--- src/rtl/it_block_ctrl.sv ---
// -----------------------------------------------------------------------------
// it_block_ctrl
//   Tracks the Thumb IT (If-Then) execution state. Holds ITSTATE, advances it as
//   instructions inside an IT block retire, and handles exception entry/return
//   and direct EPSR writes. Derives the per-instruction condition pass, the
//   remaining block length and change/error pulses.
//
// Ports
//   clk, rst        clock, synchronous active-high reset
//   it_load         IT instruction retired (it_firstcond, it_mask)
//   inst_valid      non-IT instruction retired (advances the block)
//   apsr_nzcv       current flags {N,Z,C,V}
//   exc_entry       exception entry, abandons the block
//   exc_return      exception return, restores ret_it
//   msr_we          direct ITSTATE write of msr_it
//   itstate         current ITSTATE[7:0]
//   in_it           inside an IT block
//   cond_pass       current instruction's condition passes
//   last_in_it      current instruction is the last of the block
//   it_rem          instructions remaining in the block (0..4)
//   it_we           pulse: itstate changed on the preceding edge
//   it_err          pulse: IT loaded while already inside a block
// -----------------------------------------------------------------------------
module it_block_ctrl (
   input  logic       clk,
   input  logic       rst,
   input  logic       it_load,
   input  logic [3:0] it_firstcond,
   input  logic [3:0] it_mask,
   input  logic       inst_valid,
   input  logic [3:0] apsr_nzcv,
   input  logic       exc_entry,
   input  logic       exc_return,
   input  logic [7:0] ret_it,
   input  logic       msr_we,
   input  logic [7:0] msr_it,
   output logic [7:0] itstate,
   output logic       in_it,
   output logic       cond_pass,
   output logic       last_in_it,
   output logic [2:0] it_rem,
   output logic       it_we,
   output logic       it_err
);

   typedef enum logic [1:0] {
      ST_IDLE   = 2'd0,
      ST_ACTIVE = 2'd1,
      ST_LAST   = 2'd2
   } state_e;

   state_e     state_q, state_d;
   logic [7:0] itstate_q, itstate_d;
   logic       it_we_q, it_we_d;
   logic       it_err_q, it_err_d;

   // ARM condition evaluation: cond[3:1] selects the base test, cond[0]
   // inverts it, except for the 111x "always" encodings.
   function automatic logic cond_eval(input logic [3:0] cond, input logic [3:0] nzcv);
      logic n, z, c, v, r;
      n = nzcv[3];
      z = nzcv[2];
      c = nzcv[1];
      v = nzcv[0];
      case (cond[3:1])
         3'b000:  r = z;
         3'b001:  r = c;
         3'b010:  r = n;
         3'b011:  r = v;
         3'b100:  r = c & ~z;
         3'b101:  r = (n == v);
         3'b110:  r = ~z & (n == v);
         default: r = 1'b1;
      endcase
      if (cond[0] && (cond[3:1] != 3'b111)) begin
         r = ~r;
      end
      return r;
   endfunction

   function automatic state_e state_of(input logic [7:0] its);
      state_e s;
      if (its[3:0] == 4'b0000) begin
         s = ST_IDLE;
      end else if (its[3:0] == 4'b1000) begin
         s = ST_LAST;
      end else begin
         s = ST_ACTIVE;
      end
      return s;
   endfunction

   always_comb begin
      itstate_d = itstate_q;
      it_err_d  = 1'b0;
      // Single update per edge in strict priority order. An IT with an
      // empty mask is a no-op but still claims its priority slot.
      if (exc_entry) begin
         itstate_d = 8'h00;
      end else if (exc_return) begin
         itstate_d = ret_it;
      end else if (msr_we) begin
         itstate_d = msr_it;
      end else if (it_load) begin
         if (it_mask != 4'b0000) begin
            itstate_d = {it_firstcond, it_mask};
            it_err_d  = in_it;
         end
      end else if (inst_valid && in_it) begin
         if (itstate_q[2:0] == 3'b000) begin
            itstate_d = 8'h00;
         end else begin
            itstate_d = {itstate_q[7:5], itstate_q[3:0], 1'b0};
         end
      end
      it_we_d = (itstate_d != itstate_q);
      state_d = state_of(itstate_d);
   end

   always_ff @(posedge clk) begin
      if (rst) begin
         itstate_q <= 8'h00;
         state_q   <= ST_IDLE;
         it_we_q   <= 1'b0;
         it_err_q  <= 1'b0;
      end else begin
         itstate_q <= itstate_d;
         state_q   <= state_d;
         it_we_q   <= it_we_d;
         it_err_q  <= it_err_d;
      end
   end

   always_comb begin
      casez (itstate_q[3:0])
         4'b0000: it_rem = 3'd0;
         4'b1000: it_rem = 3'd1;
         4'b?100: it_rem = 3'd2;
         4'b??10: it_rem = 3'd3;
         default: it_rem = 3'd4;
      endcase
   end

   assign itstate    = itstate_q;
   assign in_it      = (state_q != ST_IDLE);
   assign last_in_it = (state_q == ST_LAST);
   assign cond_pass  = ~in_it | cond_eval(itstate_q[7:4], apsr_nzcv);
   assign it_we      = it_we_q;
   assign it_err     = it_err_q;

endmodule

--- config.mk ---
export PLATFORM = sky130hd
export DESIGN_NAME = it_block_ctrl
export DESIGN_NICKNAME = d
export VERILOG_FILES = /design/src/rtl/it_block_ctrl.sv
export SDC_FILE = /design/constraint.sdc
export NUM_CORES = 1
export LEC_CHECK = 0
export CELL_PAD_IN_SITES_DETAIL_PLACEMENT = 1
export CELL_PAD_IN_SITES_GLOBAL_PLACEMENT = 1
export CORE_MARGIN = 3
export CORE_UTILIZATION = 28
export DETAILED_ROUTE_END_ITERATION = 12
export PLACE_DENSITY = 0.88
export SETUP_SLACK_MARGIN = 0.15
export SLEW_MARGIN = 20
export SYNTH_ARGS = -nofsm -noshare
export SYNTH_HDL_FRONTEND = slang
export SYNTH_SLANG_ARGS = --single-unit
--- constraint.sdc ---
create_clock -name clk -period 1.8 [get_ports clk]
set_clock_uncertainty 0.15 [all_clocks]
set_input_delay 0.36 -clock clk [delete_from_list [all_inputs] [get_ports clk]]
set_output_delay 0.36 -clock clk [all_outputs]
set_load 0.01 [all_outputs]
==> flow_summary.toml <==
[power_and_ir_drop]
vdd_drop_max_mv = 0.192
powerDensity_mw_per_mm2 = 436
power_mw = 1.23
leakage_nw = 1.22

[yosys]
syn-cell-area_sq_mm = 0.00137
synthCells = 198
ys_ff_latch = 12
ys_warn_count = 0
ys.flop_type = "dfxtp_1"
mappedNetlistNets = 233
ys_seq_area_frac = 0.175
synth_edf_count = 0
synth_area_per_cell_sq_um = 6.92
synth_cell_types = 57
postSynth.asyncResetShare = 0

[global_routing]
first_global_vias = 2252
grt_usage = 0.230
antenna_found_initial = 0
grt_pass1_wl_um = 11000
grt_overflow = 0
grt_max_degree = 17

[clock_network]
cts_tree = "built"
clkTransAtPathRegs_ns = 0.06
clock_path_buffers = 2
cts_root_buf = "clkbuf_8"
cts_buffers = 3
clock_latency_ns = 0.25
cts_num_sinks = 12
cts_htree_levels = 1
cts_hold_buf = 0

[worst_setup_path]
r2r_end = "it_we"
reg2reg_slack_ns = -0.12
arrival_ns = 1.60
cpPeakStageDelay_ns = 0.49
worstSetupPathType = "register to primary output"
cp-end-kind = "primary output"
start_kind = "register"
crit_required_ns = 1.29
critPathMaxFanout = 2
cp-startpoint = "itstate[6]"
r2r_cells = 7
cp_slowest_cell = "mux4_2"
r2r_start = "itstate[5]"
crit_chain = "mux4_2 > nand2_1 > o31ai_1 > xnor2_1 > nand3_1 > buf_2"

[routing]
wl_per_cell_um = 19.4
initialDrtViolationCount = 114
totalWireLength_um = 7320
drtAntennaViolNets = 0
drc = 0
post_drt_via_cell_ratio = 5.47
vias = 2069
firstDrtPassIters = 4

[timing]
maxSlewHeadroom = 0.746
fin_ws_ns = -0.313
rsz0062_at_grt = "yes"
fmax_ghz = 0.473
worstMarginPinSlew_ns = 0.379
slew_violations = 0
post-route-min-period_ns = 2.11
hold_viol_final = 0
fin_hold_ws_ns = 0.490
finalSetupViolCount = 5
post-route-period-util = 1.17

[floorplanning]
dieArea_sq_mm = 0.00577
dieHeight_um = 76.0
core-area_sq_mm = 0.00453
rows = 24
initial_core_util = 0.302
ios = 51
die_x_um = 76.0

[placement]
place_congestion = 0.885
placed_cells = 363
portBuffers = 50
pre_cts_ws_ns = -0.926
dpl.hpwl_um = 5100

[cells_and_area]
drive_gt1_frac = 0.479
antennaDiodeCount = 0
fin_nets = 349
instances_no_fill = 378
area_delta_synth_final_pct = 106
fillerInstances = 546
final_util = 0.621

[hold_path]
holdPathStages = 3
hold_end = "it_err"
hold_path.class = "register to register"
min-delay-start = "state_q[0]"

[run_status]
status = "finished, violations left"
violations = "negative setup slack"

[run]
max-cap-violations = 0
-- worst max-delay path by stage --
stage                end  slack [ns]
2_1_floorplan      it_we       -0.11
3_3_place_gp   cond_pass       -0.85
3_5_place_dp   cond_pass       -0.93
6_report       cond_pass       -0.31
5_1_grt        cond_pass       -0.38
4_1_cts        cond_pass       -0.35
-- cell usage in the layout (no fill, tap or decap), drive strengths merged, types with 3 or more instances in the layout --
cell	instances
nor3	8
o22ai	5
dlymetal6s2s	3
a32oi	3
nand3b	3
nor2	15
o31ai	4
nand2b	8
dlygate4sd2	14
clkdlybuf4s15	5
a21boi	3
clkbuf	6
buf	80
inv	15
a31oi	3
mux2i	3
nand3	8
a21oi	12
o21ai	11
nor2b	7
nand2	21
a22oi	3
mux2	3
nor4b	3
nor4	5
clkdlybuf4s50	20
dfxtp	12
-- cells in the mapped netlist (4+ instances only) --
library cell	n	area share
nand3_1	8	0.029
dfxtp_1	12	0.18
buf_2	5	0.018
inv_1	12	0.033
o21ai_1	4	0.015
o31ai_1	4	0.022
o21ai_0	6	0.022
clkbuf_1	7	0.019
nand2_1	21	0.058
a21oi_1	12	0.044
nor2b_1	7	0.032
o22ai_1	5	0.023
nor2_1	15	0.041
nor3_1	8	0.029
nand2b_1	8	0.037
-- state kept, by name, indices dropped and copies added, names as in the netlist --
signal   count
it_we        1
itstate      8
state_q      2
it_err       1
-- timing repair --
action | in CTS | in global routing
setup endpoints to repair | 26 | 11
pin swaps | 27 | 21
gates resized for setup | 108 | 34
hold endpoints to repair | 0 | 0
setup buffers | 5 | 6
-- power breakdown --
group / total, mW / leakage [nW] / switching, mW / internal, mW
Clock: 0.309 / 0.0288 / 0.115 / 0.194
Combinational: 0.627 / 1.09 / 0.307 / 0.319
Sequential: 0.293 / 0.101 / 0.0110 / 0.282
-- critical path, delay by kind of cell (launching register included) --
family	cells	cell delay (ns)
simple gates	2	0.15
mux	1	0.49
xor+xnor	1	0.14
buf+inv	1	0.15
flops	1	0.34
compound gates	1	0.08
-- stage by stage --
| step | area, sq um | setup TNS (ns) |
|---|---|---|
| final | 2820 | -0.593 |
| after floorplan | 1390 | -0.190 |
| after global routing | 2820 | -1.03 |
| after global placement | 2370 | -6.13 |
| after detailed placement | 2370 | -6.88 |
| after CTS | 2670 | -0.843 |
-- cell type report --
class / count / area (sq um) / area share
tap: 65 / 81.3 / 0.0289
inverter: 15 / 61.3 / 0.0218
timing repair buffer: 124 / 1080 / 0.384
clock buffer: 4 / 55.1 / 0.0195
sequential: 12 / 250 / 0.0888
multi-input combinational: 158 / 1290 / 0.457
-- metal layers --
metal,vias up,share of wire,GRT usage
met2,82,0.53,0.441
met3,17,0.042,0.0237
met4,0,0.024,0.0833
li1,969,-,-
met1,1001,0.40,0.261
met5,-,0,0
-- cells by family (layout without fill, tap and decap cells) --
family | Yosys count | count (layout) | synth area share
compound gates | 62 | 62 | 0.311
xor+xnor | 2 | 2 | 0.0128
buf+inv | 28 | 143 | 0.0868
flops | 12 | 12 | 0.175
mux | 7 | 7 | 0.0630
simple gates | 87 | 87 | 0.352
Power figures use the tool's default switching activity.
